**src/rtl/wb_seq_loader_pkg.sv**
```systemverilog
// Shared types and slave address map for wb_seq_loader and its address generator.
package wb_seq_loader_pkg;

  typedef enum logic [2:0] {
    S_IDLE = 3'd0,
    S_WGT  = 3'd1,
    S_DAT  = 3'd2,
    S_RD   = 3'd3,
    S_RES  = 3'd4
  } state_e;

  localparam logic [7:0] W_BASE      = 8'h51;
  localparam logic [7:0] D_LO        = 8'hC0;
  localparam logic [7:0] D_HI        = 8'hC8;
  localparam logic [7:0] RES_ADDR    = 8'hA0;
  localparam int         N_WGT_WORDS = 12;

  // Word counter holds up to 16 (2 * max N_PAIRS) without wrapping.
  localparam int CNT_W = 5;

endpackage

```
**src/rtl/wb_seq_addr_gen.sv**
```systemverilog
// Combinational slave address from the current phase and word counter.
module wb_seq_addr_gen
  import wb_seq_loader_pkg::*;
(
  input  state_e             phase_i,
  input  logic [CNT_W-1:0]   cnt_i,
  output logic [7:0]         addr_o
);

  always_comb begin
    addr_o = 8'h00;
    case (phase_i)
      S_WGT:   addr_o = W_BASE + {3'b000, cnt_i};
      // Even words fill the low half of entry cnt>>1, odd words the high half.
      S_DAT:   addr_o = (cnt_i[0] ? D_HI : D_LO) | {5'b00000, cnt_i[3:1]};
      S_RD:    addr_o = RES_ADDR;
      default: addr_o = 8'h00;
    endcase
  end

endmodule

```
**src/rtl/wb_seq_loader.sv**
```systemverilog
// Wishbone master: writes optional weights plus input data to the slave, then
// reads the result at 0xA0. Define WB_ACK_TIMEOUT_EN to abort a write on missing ack.
module wb_seq_loader
  import wb_seq_loader_pkg::*;
#(
  parameter int N_PAIRS = 8,
  parameter int RD_HOLD = 2,
  parameter int TIMEOUT = 15
) (
  input  logic        clk,
  input  logic        rst,
  input  logic        start,
  input  logic        load_w,
  output logic        busy,
  output logic        done,
  output logic        err,
  input  logic        s_valid,
  output logic        s_ready,
  input  logic [31:0] s_data,
  output logic        res_valid,
  input  logic        res_ready,
  output logic [31:0] res_data,
  output logic        wb_cyc,
  output logic        wb_str,
  output logic        wb_we,
  output logic [7:0]  wb_addr,
  output logic [31:0] wb_dout,
  input  logic [31:0] wb_din,
  input  logic        wb_ack,
  output state_e      dbg_state
);

`ifdef WB_ACK_TIMEOUT_EN
  localparam bit TMO_EN = 1'b1;
`else
  localparam bit TMO_EN = 1'b0;
`endif

  localparam int               HOLD_W    = $clog2(RD_HOLD);
  localparam int               TMO_W     = $clog2(TIMEOUT + 1);
  localparam logic [CNT_W-1:0] LAST_WGT  = CNT_W'(N_WGT_WORDS - 1);
  localparam logic [CNT_W-1:0] LAST_DAT  = CNT_W'(2 * N_PAIRS - 1);
  localparam logic [HOLD_W-1:0] LAST_HOLD = HOLD_W'(RD_HOLD - 1);
  localparam logic [TMO_W-1:0] LAST_TMO  = TMO_W'(TIMEOUT - 1);

  state_e              state_q, state_d;
  logic [CNT_W-1:0]    cnt_q, cnt_d;
  logic                pend_q, pend_d;
  logic [31:0]         dout_q, dout_d;
  logic [HOLD_W-1:0]   hold_q, hold_d;
  logic [31:0]         res_q, res_d;
  logic                done_q, done_d;
  logic                err_q, err_d;
  logic [TMO_W-1:0]    tmo_q, tmo_d;
  logic                tmo_hit;
  logic [7:0]          gen_addr;

  wb_seq_addr_gen u_addr_gen (
    .phase_i (state_q),
    .cnt_i   (cnt_q),
    .addr_o  (gen_addr)
  );

  assign tmo_hit = TMO_EN && (tmo_q == LAST_TMO);

  // Streams (s_*, res_*) transfer a word on a clock edge where valid && ready;
  // valid never depends on ready, and the producer holds data stable until then.
  always_comb begin
    state_d = state_q;
    cnt_d   = cnt_q;
    pend_d  = pend_q;
    dout_d  = dout_q;
    hold_d  = hold_q;
    res_d   = res_q;
    done_d  = 1'b0;
    err_d   = err_q;
    tmo_d   = tmo_q;
    s_ready = 1'b0;
    case (state_q)
      S_IDLE: begin
        if (start) begin
          state_d = load_w ? S_WGT : S_DAT;
          cnt_d   = '0;
          pend_d  = 1'b0;
          err_d   = 1'b0;
        end
      end
      S_WGT, S_DAT: begin
        s_ready = !pend_q;
        if (!pend_q) begin
          if (s_valid) begin
            dout_d = s_data;
            pend_d = 1'b1;
            tmo_d  = '0;
          end
        end else if (wb_ack) begin
          pend_d = 1'b0;
          if (state_q == S_WGT && cnt_q == LAST_WGT) begin
            state_d = S_DAT;
            cnt_d   = '0;
          end else if (state_q == S_DAT && cnt_q == LAST_DAT) begin
            state_d = S_RD;
            cnt_d   = '0;
            hold_d  = '0;
          end else begin
            cnt_d = cnt_q + 1'b1;
          end
        end else if (tmo_hit) begin
          pend_d  = 1'b0;
          err_d   = 1'b1;
          done_d  = 1'b1;
          cnt_d   = '0;
          state_d = S_IDLE;
        end else if (tmo_q != LAST_TMO) begin
          tmo_d = tmo_q + 1'b1;
        end
      end
      S_RD: begin
        // Slave data_out is registered, so only the last hold cycle is valid.
        if (hold_q == LAST_HOLD) begin
          res_d   = wb_din;
          state_d = S_RES;
        end else begin
          hold_d = hold_q + 1'b1;
        end
      end
      S_RES: begin
        if (res_ready) begin
          state_d = S_IDLE;
          done_d  = 1'b1;
        end
      end
      default: state_d = S_IDLE;
    endcase
  end

  always_ff @(posedge clk) begin
    if (rst) begin
      state_q <= S_IDLE;
      cnt_q   <= '0;
      pend_q  <= 1'b0;
      dout_q  <= '0;
      hold_q  <= '0;
      res_q   <= '0;
      done_q  <= 1'b0;
      err_q   <= 1'b0;
      tmo_q   <= '0;
    end else begin
      state_q <= state_d;
      cnt_q   <= cnt_d;
      pend_q  <= pend_d;
      dout_q  <= dout_d;
      hold_q  <= hold_d;
      res_q   <= res_d;
      done_q  <= done_d;
      err_q   <= err_d;
      tmo_q   <= tmo_d;
    end
  end

  assign wb_cyc    = pend_q || (state_q == S_RD);
  assign wb_str    = wb_cyc;
  assign wb_we     = pend_q;
  assign wb_addr   = wb_cyc ? gen_addr : 8'h00;
  assign wb_dout   = dout_q;
  assign busy      = (state_q != S_IDLE);
  assign done      = done_q;
  assign err       = TMO_EN && err_q;
  assign res_valid = (state_q == S_RES);
  assign res_data  = res_q;
  assign dbg_state = state_q;

endmodule
```
**config.mk**
```make
export PLATFORM = sky130hd
export DESIGN_NAME = wb_seq_loader
export DESIGN_NICKNAME = d
export VERILOG_FILES = /design/src/rtl/wb_seq_loader_pkg.sv /design/src/rtl/wb_seq_addr_gen.sv /design/src/rtl/wb_seq_loader.sv
export SDC_FILE = /design/constraint.sdc
export NUM_CORES = 1
export LEC_CHECK = 0
export ABC_AREA = 0
export BUFFER_PORTS_ARGS = -buffer_cell sky130_fd_sc_hd__buf_2
export CAP_MARGIN = 5
export CELL_PAD_IN_SITES_DETAIL_PLACEMENT = 2
export CELL_PAD_IN_SITES_GLOBAL_PLACEMENT = 2
export CORE_ASPECT_RATIO = 1.1
export CORE_MARGIN = 1
export CORE_UTILIZATION = 22
export DETAILED_ROUTE_END_ITERATION = 10
export PLACE_DENSITY_LB_ADDON = 0.1
export SKIP_LAST_GASP = 1
export SYNTH_ARGS = -nofsm -noshare
export SYNTH_HDL_FRONTEND = slang
export SYNTH_HIERARCHICAL = 1
export SYNTH_SLANG_ARGS = --single-unit
```
**constraint.sdc**
```tcl
create_clock -name clk -period 1.8 [get_ports clk]
set_input_delay 0.36 -clock clk [delete_from_list [all_inputs] [get_ports clk]]
set_output_delay 0.36 -clock clk [all_outputs]
set_load 0.03 [all_outputs]
```
Yosys cells after proc, flatten, opt, wreduce, memory -nomap -nowiden
Cells that the tools add are included.

storage, ports and cells
  register bits after elaboration = 75
  latch bits = 0
  RAM bits = 0
  memory bits (read-only) = 0
  bits of input ports = 71
  output and inout port bits = 83
  logic and storage cells = 74
  memories = 0

cells by class
  $add $sub $neg = 3
  $mul = 0
  div/mod/pow operators = 0
  magnitude comparators = 0
  eq/ne operators = 14
  shift-type cells = 0
  multiplexer cells = 31
  bitwise gates (word level) = 3
  reductions and logical operators = 16

operators with widths
  operator                                       count
  2-to-1 mux 5 bit                               5
  one-hot mux 8 bit (3 select lines)             1
  2-to-1 mux 3 bit                               7
  != test 2 bit, second input constant           6
  one-hot mux 3 bit (4 select lines)             1
  2-to-1 mux 1 bit                               11
  == test 5 x 4 -> 1 bit, second input constant  2
  one-hot mux 5 bit (2 select lines)             1
  adder 7 x 5 -> 8 bit, first input constant     1
  2-to-1 mux 8 bit                               1
  OR 8 x 3 -> 8 bit                              1
  == test 3 x 2 -> 1 bit, second input constant  2
  AND reduction 6 bit                            1
  adder 5 x 1 -> 5 bit, second input constant    1
  AND reduction 5 bit                            1
  2-to-1 mux 4 bit                               1
  one-hot mux 1 bit (2 select lines)             2
  AND reduction 2 bit                            2
  AND reduction 4 bit                            1
  nonzero test 2 bit                             2
  OR reduction 2 bit                             2
  == test 3 x 1 -> 1 bit, second input constant  1
  == test 3 bit, second input constant           1
  zero test 3 bit                                1
  other kinds (10)                               12

Depth between registers and ports, before layout
Gate-level depths: netlist of run 1.

  depth after elaboration = 7
  gate-level depth with buffers = 7
  gate-level depth less buffers = 5

By module
Netlist of run 1, hierarchy kept.

by module, submodules not included
  module           times used  cells an instance  area each (sq um)  sequential area each (sq um)
  wb_seq_loader    1           383                2,992.9            1,501.4
  wb_seq_addr_gen  1           23                 155.1              0.0

Least setup slack after synthesis of run 1
Ideal clock, no wire load.

  path type = register to output
  start point = register state_q[2], in the netlist dbg_state[2]
  end point = output wb_str
  arrival = 1.800 ns
  required time = 1.440 ns
  slack = -0.360 ns
  stages on the path, launching flop included = 5
  buffers on the path = 1
  cell sequence = dfxtp_1 -> nor2b_1 -> a21oi_1 -> inv_1 -> buf_4

on the way
  cells in the longest elaborated chain, start to end = 2

RTL lines
  element                   RTL line              source
  start: declaration        wb_seq_loader.sv:46   state_e state_q, state_d;
  start signal: assignment  wb_seq_loader.sv:149  state_q <= state_d;
  == test 3 x 2 -> 1 bit    wb_seq_loader.sv:161  assign wb_cyc = pend_q || (state_q == S_RD);
  logical OR 1 bit          wb_seq_loader.sv:161
  end: declaration          wb_seq_loader.sv:24   output logic wb_str,

Every way passes these cells.

Final worst setup path of run 1
  start point = register state_q[0], in the netlist dbg_state[0]
  end point = register state_q[1], in the netlist dbg_state[1]

on the way
  cells in the longest elaborated chain, start to end = 6
  elaborated cells on any way between the ends = 19
  classes of those cells = 10 x eq/ne; 4 x mux; 5 x reduce/logical

RTL lines
  element                             RTL line                                  source
  == test 3 x 1 -> 1 bit              wb_seq_loader.sv:79, wb_seq_loader.sv:98
  logical AND 1 bit                   wb_seq_loader.sv:98                       if (state_q == S_WGT && cnt_q == LAST_WGT) begin
  2-to-1 mux 3 bit                    wb_seq_loader.sv:98
  2-to-1 mux 3 bit                    wb_seq_loader.sv:96                       end else if (wb_ack) begin
  2-to-1 mux 3 bit                    wb_seq_loader.sv:90                       if (!pend_q) begin
  one-hot mux 3 bit (4 select lines)  wb_seq_loader.sv:79                       case (state_q)

Several ways; a longest one is shown, not always the timed one. The select of a mux whose other input is x is not followed.
A chain may end at the register's enable or synchronous reset.

==> metrics.md, run 1 <==
| Metric | Value |
|---|---|
| Clock Tree Root | clkbuf_16 |
| Synth area leader | dfxtp_1 |
| PnR worst setup slack | -226 ps |
| Hold Path Origin | wb_din[20] |
| Util after Layout | 0.354 |
| DR pass1 iterations | 4 |
| Most used DFF post-synth | dfxtp_1 |
| Vias in the first global route | 3704 |
| Area post-placement | 0.00430 sq mm |
| Hold crit path type | input pin to flop |
| Total GRT Usage | 0.162 |
| Post-synthesis sequential area ratio | 0.477 |
| Top-level I/O count | 154 |
| Status | complete, but fails checks |
| Slack of the worst reg-to-reg path | -230 ps |
| DR WL/cell | 15.6 um |
| Syn. warnings | 6 |
| Synth top area cells | dfxtp_1, nand2_1, a21oi_1 |
| Setup-failing EPs final | 14 |
| Via density | 4.54 |
| Antenna cell count | 0 |
| Worst-Margin Slew | 631 ps |
| DIE WIDTH | 116 um |
| Tcrit/Tclk final | 1.13 |
| Hold_buf cts | 0 |
| Largest fanout on the critical path | 7 |
| Kind of critical path | flop to flop |
| DP Wirelength | 8190 um |
| CTS Sinks | 75 |
| Nets | 656 |
| Finished Layout Cells | 775 |
| Design area | 0.00492 sq mm |
| GPL Wtd Cong | 0.793 |
| Syn Area/Cell | 7.75 sq um |
| Initial DRC count | 137 |
| Worst-path clk slew | 60 ps |
| Pwr Density | 1320 mW/mm^2 |
| EDFF count, synth | 0 |
| Worst Hold End | res_data[20] |
| Syn_nets | 479 |
| Grt total ovfl | 0 |
| Worst setup EP type | flop |
| Final Max Tran Viols | 0 |
| Leak | 2.13 nW |
| Worst Skew | 10.3 ps |
| Post-Syn Area | 0.00315 sq mm |
| Final Hold Viols | 0 |
| Period minus WS final | 2030 ps |
| Layout Area Growth over Synthesis | 56.4% |
| Placed cells | 743 |
| Reg-to-Reg End | dbg_state[1] |
| Overall power | 6.49 mW |
| Flops & latches, synth | 75 |
| Startpoint Class | flop |
| Pre-CTS setup slack | 7.96 ps |
| Hold Slack | 252 ps |
| Row cnt | 45 |
| CTS tree | yes |
| First-pass GRT wire length | 18300 um |
| Via Count | 3517 |
| Port bufs | 152 |
| Max-cap viol count | 0 |
| Synth cell types | 47 |
| Worst R2R Start | dbg_state[0] |
| Core region area | 0.0139 sq mm |
| Ys async rst share | 0 |
| Total CTS buffers | 9 |
| Yosys top cell area share | 0.477 |
| Worst path required time | 2080 ps |
| Maximum vdd drop | 0.000727 V |
| Clock latency on the worst-skew pair | 340 ps |
| Residual DRC count | 0 |
| Register-to-Register Path Depth | 7 |
| Critical Path AT | 2310 ps |
| Hold depth | 3 |
| Fmax | 494 MHz |
| Largest net degree at the start of global routing | 70 |
| Initial core utilization | 0.226 |
| Routed WL | 12100 um |
| H-tree depth | 3 |
| Violated checks | negative setup slack |
| RSZ-0062 raised after global routing | true |
| Setup tns final | -1270 ps |
| Syn Inst Count | 406 |
| Die area | 0.0148 sq mm |
| Initial antenna violation count | 0 |
| Detail Route Antenna Nets | 0 |
| Die height | 127 um |
| Worst slew margin | 0.568 |
| Share of cells above drive strength 1 | 0.414 |
| Clock Tree Buf Depth | 2 |
[report_power, final]
group / internal (mW) / switching (mW)
combinational: 1.21 / 1.63
sequential: 1.86 / 0.133
clock: 0.963 / 0.698
total: 4.03 / 2.46
[metal layers]
metal / share of wire / track usage / routed length [um] / up-vias
li1: - / - / - / 1705
met1: 0.41 / 0.172 / 4910 / 1714
met2: 0.54 / 0.307 / 6480 / 84
met3: 0.040 / 0.0294 / 482 / 14
met4: 0.016 / 0.0701 / 198 / 0
met5: 0 / 0 / 0 / -
[cell type report]
cell class,instances,area [sq um]
fillers,1674,8980
multi-input cells,295,1630
flip-flops and latches,75,1530
repair buffers,196,1250
clock buffers,13,250
well taps,188,235
inverters,6,22.5
clock inverters,2,12.5
[cells in the final DEF, fill, tap and decap left out, types with 3 or more instances in the layout]
cell type | Yosys | routed
buf_2 | 9 | 140
nand2_1 | 136 | 136
a21oi_1 | 73 | 72
dfxtp_1 | 75 | 68
buf_4 | 3 | 32
buf_6 | 0 | 19
nor2_1 | 10 | 10
clkbuf_16 | 0 | 9
dfxtp_4 | 0 | 7
nor2b_4 | 0 | 6
nand3_1 | 5 | 5
o21ai_0 | 5 | 5
nor2b_2 | 1 | 4
inv_1 | 6 | 4
nand4_1 | 4 | 4
a22oi_2 | 0 | 4
buf_12 | 0 | 4
o31ai_1 | 3 | 3
nor2b_1 | 12 | 3
o21a_1 | 3 | 3
clkbuf_1 | 18 | 3
[flip-flops by register name, indices dropped and copies added, names as in the netlist]
register,count
wb_dout,32
hold_q,1
dbg_state,3
done,1
cnt_q,5
res_data,32
wb_we,1
[worst max-delay path by stage]
| stage | start | endpoint |
|---|---|---|
| after CTS | cnt_q[1] | wb_addr[3] |
| after global routing | dbg_state[0] | dbg_state[1] |
| after detailed placement | cnt_q[2] | dbg_state[1] |
| final | dbg_state[0] | dbg_state[1] |
| after floorplan | dbg_state[0] | wb_str |
| after global placement | wb_ack | cnt_q[1] |
[logic make-up (layout without fill, tap and decap cells)]
| family | after synthesis | in the layout | share of synthesized area |
|---|---|---|---|
| AO/OA/AOI/OAI | 101 | 101 | 0.187 |
| XOR/XNOR | 5 | 5 | 0.0139 |
| adder cells (fa/ha/maj) | 2 | 2 | 0.00795 |
| buffers and inverters | 36 | 217 | 0.0501 |
| flip-flops | 75 | 75 | 0.477 |
| other | 1 | 1 | 0.00119 |
| AND/OR/NAND/NOR | 186 | 186 | 0.263 |
[critical path, stage by stage, from the launching register on]
cell	delay, ps
dfxtp_4	370
buf_4	140
buf_6	120
buf_4	150
nand2_1	150
o21ai_0	120
a2111oi_0	630
o221a_2	290
[Yosys cell counts, types with 2 or more instances]
cell type,n
nand3_1,5
xor2_1,3
a311oi_1,2
buf_2,9
nand2_1,136
a22oi_1,4
nor2b_1,12
dfxtp_1,75
xnor2_1,2
clkbuf_1,18
inv_1,6
nor3_1,3
nor2_1,10
nand4bb_1,2
o21a_1,3
nand4_1,4
o31ai_1,3
ha_1,2
buf_4,3
a21oi_1,73
o21ai_0,5
[timing repair]
item	CTS	global route
gates resized for setup	44	21
pin swaps	6	4
setup endpoints to repair	13	19
buffers inserted	8	9
cloned	0	0
Note: power is estimated with default switching activity, not from simulation.
==> run 2, diff against run 1 <==
- CORE_UTILIZATION: 22 -> 24
- CTS_CLUSTER_DIAMETER: unset -> 120
- clock period: 1.8 -> 2.2 ns (I/O delays scaled with it)
==> run 2 against run 1 <==
Compared with the run above: power shrank 23%; cell area shrank 9.0%; count of clock-buffer cells in the layout shrank 2; sequential share of layout area grew 2.8 points; the flow finishes with violations (design-rule violations); largest power group unchanged; sequential power shrank 17%; clock power shrank 2%; sequential cell count is the same; critical path depth shrank 3; via count shrank 5.0%; critical endpoint is now res_valid; non-clock buffer count shrank 31; first-iteration DRC count grew 12%; worst hold slack gained 89 ps.
==> metrics.md, run 2 (synthesis gave the netlist of run 1 again) <==
| Metric | Value |
|---|---|
| Status | complete, but fails checks (unchanged) |
| Violated checks | design-rule violations (was negative setup slack) |
| GPL Wtd Cong | 0.818 (was 0.793) |
| Worst-path clk slew | 60 ps (about the same) |
| Clock latency on the worst-skew pair | 330 ps (was 340 ps) |
| Setup-failing EPs final | 0 (was 14) |
| Register-to-Register Path Depth | 5 (was 7) |
| Worst path required time | 1760 ps (was 2080 ps) |
| Largest fanout on the critical path | 12 (was 7) |
| Maximum vdd drop | 0.000438 V (was 0.000727 V) |
| Vias in the first global route | 3459 (was 3704) |
| Die height | 122 um (was 127 um) |
| Worst Skew | 7.80 ps (was 10.3 ps) |
| Hold_buf cts | 0 (unchanged) |
| Top sig layer | met4 (unchanged) |
| Residual DRC count | 26 (was 0) |
| Initial DRC count | 153 (was 137) |
| RSZ-0062 raised after global routing | true (unchanged) |
| DR WL/cell | 15.3 um (was 15.6 um) |
| Detail Route Antenna Nets | 0 (unchanged) |
| DR pass1 iterations | 7 (was 4) |
| Nets | 625 (was 656) |
| Grt total ovfl | 0 (unchanged) |
| Routed wl met2 | 5550 um (was 6480 um) |
| Top delay family on crit path | buffers and inverters (was compound AO/OA/AOI/OAI gates) |
| Total CTS buffers | 9 (unchanged) |
| Commonest non-fill, non-tap cell in the layout | buf_2 (unchanged) |
| WP buf/inv | 3 (unchanged) |
| Critical-path top delay cell | or3b_2 (was a2111oi_0) |
| Worst setup EP type | primary output (was flop) |
| Fillers | 1506 (was 1674) |
| Total GRT Usage | 0.164 (was 0.162) |
| Largest net degree at the start of global routing | 70 (unchanged) |
| Cells along the critical path | buf_4 > or3b_2 > inv_1 > buf_2 (was buf_4 > buf_6 > buf_4 > nand2_1 > o21ai_0 > a2111oi_0 > o221a_2) |
| Initial core utilization | 0.248 (was 0.226) |
| Worst-Margin Slew | 775 ps (was 631 ps) |
| Top-level I/O count | 154 (unchanged) |
| Via density | 4.68 (was 4.54) |
| First-pass GRT wire length | 17500 um (was 18300 um) |
| Port bufs | 152 (unchanged) |
| CTS tree | yes (unchanged) |
| CTS Sinks | 75 (unchanged) |
| Hold depth | 3 (unchanged) |
| Leak | 1.98 nW (was 2.13 nW) |
| Critical Path AT | 1690 ps (was 2310 ps) |
| Initial antenna violation count | 0 (unchanged) |
| Clock Tree Root | clkbuf_16 (unchanged) |
| Overall power | 4.99 mW (was 6.49 mW) |
| Tcrit/Tclk final | 0.967 |
| Hold Path Origin | s_data[0] (was wb_din[20]) |
| Core region area | 0.0127 sq mm (was 0.0139 sq mm) |
| Reg-to-Reg End | cnt_q[0] (was dbg_state[1]) |
| Final Max Tran Viols | 0 (unchanged) |
| Layout Area Growth over Synthesis | 42.4% (was 56.4%) |
| Max-cap viol count | 0 (unchanged) |
| DP Wirelength | 7870 um (was 8190 um) |
| Routed WL | 10900 um (was 12100 um) |
| Period minus WS final | 2130 ps |
| Via Count | 3340 (was 3517) |
| DIE WIDTH | 111 um (was 116 um) |
| WL met3 | 426 um (was 482 um) |
| Clock Tree Buf Depth | 2 (unchanged) |
| Worst R2R Start | cnt_q[0] (was dbg_state[0]) |
| Final Hold Viols | 0 (unchanged) |
| Hold crit path type | input pin to flop (unchanged) |
| Commonest cells after routing, fill and taps aside | buf_2, nand2_1, a21oi_1 (unchanged) |
| Met1 wire length | 4730 um (was 4910 um) |
| Worst Hold End | wb_dout[0] (was res_data[20]) |
| Slack of the worst reg-to-reg path | 320 ps (was -230 ps) |
| Kind of critical path | flop to primary output (was flop to flop) |
| Crit. path cell count | 4 (was 7) |
| Share of cells above drive strength 1 | 0.353 (was 0.414) |
| Setup tns final | 0 ps (was -1270 ps) |
| Antenna cell count | 0 (unchanged) |
| H-tree depth | 3 (unchanged) |
| Pwr Density | 1110 mW/mm^2 (was 1320 mW/mm^2) |
| Die area | 0.0136 sq mm (was 0.0148 sq mm) |
| Worst slew margin | 0.484 (was 0.568) |
| Fmax | 470 MHz |
| Slowest stage delay, CP | 470 ps (was 630 ps) |
| Row cnt | 43 (was 45) |
| Startpoint Class | flop (unchanged) |
-- run 2: cell type report --
type / instances / area [sq um] / area share
sequential: 75 / 1520 / 0.338
multi-input combinational: 295 / 1510 / 0.337
timing repair buffer: 165 / 911 / 0.203
clock buffer: 11 / 253 / 0.0564
tap: 157 / 196 / 0.0438
clock inverter: 4 / 73.8 / 0.0165
inverter: 6 / 22.5 / 0.00502
-- run 2: how the worst max path moves through the flow --
stage | startpoint | endpoint | slack, ps
final | dbg_state[1] | res_valid | 70
after detailed placement | dbg_state[1] | cnt_q[0] | 240
after floorplan | dbg_state[1] | wb_addr[0] | -30
after CTS | cnt_q[1] | wb_addr[4] | -30
after global placement | cnt_q[0] | wb_addr[4] | 310
after global routing | cnt_q[0] | wb_addr[4] | -10
-- run 2: metal layers --
layer / vias to the layer above / GRT usage
li1: 1651 / -
met1: 1594 / 0.199
met2: 84 / 0.294
met3: 11 / 0.0214
met4: 0 / 0.0659
met5: - / 0
-- run 2: power breakdown --
group          leakage [nW]  total (mW)  internal, mW  switching, mW
Clock                 0.162        1.62          1.05          0.571
Sequential            0.611        1.65          1.52          0.131
Combinational          1.21        1.72         0.617           1.11
Total                  1.98        4.99          3.18           1.81
-- run 2: what timing repair did --
| action | CTS | global route |
|---|---|---|
| gates cloned | 0 | 0 |
| resized for setup | 3 | 9 |
| endpoints found under the setup margin | 11 | 5 |
| buffers inserted | 0 | 0 |
-- run 2: metrics by stage --
stage | hold WS, ps | cells | instance area, sq um | util | setup slack [ps]
after global placement | 437 | 698 | 4130 | 0.325 | 308
after global routing | 345 | 713 | 4480 | 0.353 | -13.2
after floorplan | 491 | 406 | 3150 | - | -30.8
after CTS | 329 | 713 | 4460 | 0.351 | -25.9
final | 342 | 713 | 4480 | 0.353 | 71.6
after detailed placement | 448 | 698 | 4130 | 0.325 | 237
-- run 2: worst register-to-register path: stages, from the launching register on --
cell      delay, ps
dfxtp_4         370
ha_1            260
and3b_1         280
a211oi_4        270
or4b_1          460
a21oi_1         170
==> run 3, diff against run 2 <==
--- a/config.mk
+++ b/config.mk
@@ -10,6 +10,6 @@
 export CAP_MARGIN = 5
-export CELL_PAD_IN_SITES_DETAIL_PLACEMENT = 2
+export CELL_PAD_IN_SITES_DETAIL_PLACEMENT = 1
 export CELL_PAD_IN_SITES_GLOBAL_PLACEMENT = 2
 export CORE_ASPECT_RATIO = 1.1
-export CORE_MARGIN = 1
+export CORE_MARGIN = 10
 export CORE_UTILIZATION = 24
--- a/constraint.sdc
+++ b/constraint.sdc
@@ -3,2 +3,2 @@
 set_output_delay 0.44 -clock clk [all_outputs]
-set_load 0.03 [all_outputs]
+set_load 0.02 [all_outputs]
==> run 3 against run 2 <==
Compared with the run above: the flow now finishes without violations; combinational power decreased by 14%; first-iteration DRC count decreased by 5.9%; sequential power about the same; clock power decreased by 7%; sequential share of layout area increased by 0.54 points; largest cell class unchanged; largest power group is now sequential cells.
==> metrics.md, run 3 (synthesis gave the netlist of run 1 again) <==
| Metric | Value |
|---|---|
| RSZ-0062 raised after global routing | false (was true) |
| Setup tns final | 0 ps (unchanged) |
| Pwr Density | 1050 mW/mm^2 (was 1110 mW/mm^2) |
| Row cnt | 43 (unchanged) |
| Detail Route Antenna Nets | 0 (unchanged) |
| Commonest non-fill, non-tap cell in the layout | buf_2 (unchanged) |
| Pre-CTS setup slack | 152 ps (was 237 ps) |
| Leak | 1.94 nW (was 1.98 nW) |
| Die height | 140 um (was 122 um) |
| Max-cap viol count | 0 (unchanged) |
| Register-to-Register Path Depth | 5 (unchanged) |
| DR pass1 iterations | 4 (was 7) |
| Port bufs | 152 (unchanged) |
| Fillers | 1614 (was 1506) |
| Slack of the worst reg-to-reg path | 200 ps (was 320 ps) |
| Clock latency on the worst-skew pair | 340 ps (was 330 ps) |
| Status | completed (was complete, but fails checks) |
| Period minus WS final | 2100 ps (was 2130 ps) |
| Routed WL | 11600 um (was 10900 um) |
| Initial antenna violation count | 0 (unchanged) |
| Startpoint Class | flop (unchanged) |
| DP Wirelength | 8310 um (was 7870 um) |
| Worst slew margin | 0.468 (was 0.484) |
| Worst Skew | 7.06 ps (was 7.80 ps) |
| DIE WIDTH | 129 um (was 111 um) |
| Layout Area Growth over Synthesis | 40.1% (was 42.4%) |
| PnR worst setup slack | 98.9 ps (was 71.6 ps) |
| Met3 Use GR | 0.0415 (was 0.0214) |
| Busiest layer in global routing | met2 (unchanged) |
| Tcrit/Tclk final | 0.955 (was 0.967) |
| Post-CTS setup buffers | 0 (unchanged) |
| Via Count | 3237 (was 3340) |
| Nets | 623 (was 625) |
| Die area | 0.0181 sq mm (was 0.0136 sq mm) |
| Largest net degree at the start of global routing | 70 (unchanged) |
| Setup-failing EPs final | 0 (unchanged) |
| Kind of critical path | flop to primary output (unchanged) |
| Final Max Tran Viols | 0 (unchanged) |
| Critical Path AT | 1660 ps (was 1690 ps) |
| Met2 usage | 0.206 (was 0.294) |
| Final Hold Viols | 0 (unchanged) |
| Commonest cells after routing, fill and taps aside | buf_2, nand2_1, a21oi_1 (unchanged) |
| Largest fanout on the critical path | 9 (was 12) |
| First-pass GRT wire length | 17700 um (was 17500 um) |
| CTS Sinks | 75 (unchanged) |
| Via density | 4.55 (was 4.68) |
| Total CTS buffers | 9 (unchanged) |
| GR Util met1 | 0.141 (was 0.199) |
| Util after Layout | 0.346 (was 0.353) |
| Share of cells above drive strength 1 | 0.348 (was 0.353) |
| Hold crit path type | input pin to flop (unchanged) |
| Worst-Margin Slew | 797 ps (was 775 ps) |
| Grt total ovfl | 0 (unchanged) |
| Core region area | 0.0128 sq mm (was 0.0127 sq mm) |
| GPL Wtd Cong | 0.762 (was 0.818) |
| H-tree depth | 3 (unchanged) |
| Hold_buf cts | 0 (unchanged) |
| Worst-path clk slew | 60 ps (about the same) |
| Top-level I/O count | 154 (unchanged) |
| Worst path required time | 1760 ps (about the same) |
| Initial core utilization | 0.247 (was 0.248) |
| Initial DRC count | 144 (was 153) |
| Clock Tree Root | clkbuf_16 (unchanged) |
| Clock Tree Buf Depth | 2 (unchanged) |
| Vias in the first global route | 3300 (was 3459) |
| Fmax | 476 MHz (was 470 MHz) |
| Residual DRC count | 0 (was 26) |
| Antenna cell count | 0 (unchanged) |
| Total GRT Usage | 0.124 (was 0.164) |
| Hold depth | 3 (unchanged) |
| Maximum vdd drop | 0.000482 V (was 0.000438 V) |
| DR WL/cell | 16.3 um (was 15.3 um) |
| CTS tree | yes (unchanged) |
| Worst setup EP type | primary output (unchanged) |
-- run 3: cell types whose count changed in the layout (fill, tap and decap cells not counted), sizes merged --
cell	before	now
clkbuf	12	11
inv	6	7
buf	164	163
bufinv	2	1
-- run 3: worst max-delay path, stage by stage, from the launching register on --
cell     delay, ps
dfxtp_4        390
ha_2           210
nand3_1        100
xnor2_1        140
nor3_1         160
nor2b_1        150
buf_2          170
-- run 3: stage by stage --
step,area (sq um),std cells,total power [mW],hold WS [ps]
after global placement,4080,696,3.16,439
after floorplan,3150,406,2.63,491
final,4410,711,4.65,333
after global routing,4410,711,4.94,331
after CTS,4390,711,4.74,316
after detailed placement,4080,696,3.18,444
-- run 3: metal layers --
metal | share of wire | routed length (um)
met5 | 0 | 0
met2 | 0.48 | 5530
met4 | 0.017 | 200
met1 | 0.43 | 5020
met3 | 0.072 | 838
-- run 3: cell type report --
class | count | area (sq um) | share of cell area
Sequential cell | 75 | 1510 | 0.343
Multi-Input combinational cell | 295 | 1510 | 0.342
Clock inverter | 4 | 48.8 | 0.0111
Clock buffer | 11 | 253 | 0.0573
Timing Repair Buffer | 163 | 868 | 0.197
Inverter | 6 | 22.5 | 0.00511
Tap cell | 157 | 196 | 0.0446
-- run 3: what timing repair did --
| item | 4_1_cts | 5_1_grt |
|---|---|---|
| resized for setup | 5 | 6 |
| hold endpoints to repair | 0 | 0 |
| setup endpoints to repair | 10 | 4 |
| cloned | 0 | 0 |
-- run 3: final timing paths --
kind,start,to
setup / recovery,cnt_q[0],wb_addr[4]
hold / removal,s_data[15],wb_dout[15]
setup reg to reg,cnt_q[0],cnt_q[0]
hold reg to reg,wb_dout[21],wb_dout[21]
-- run 3: report_power, final --
part           leakage [nW]  total, mW  internal (mW)  switching, mW
logic                  1.18       1.48          0.545          0.931
registers             0.611       1.66           1.52          0.144
clock network         0.152       1.51          0.934          0.579
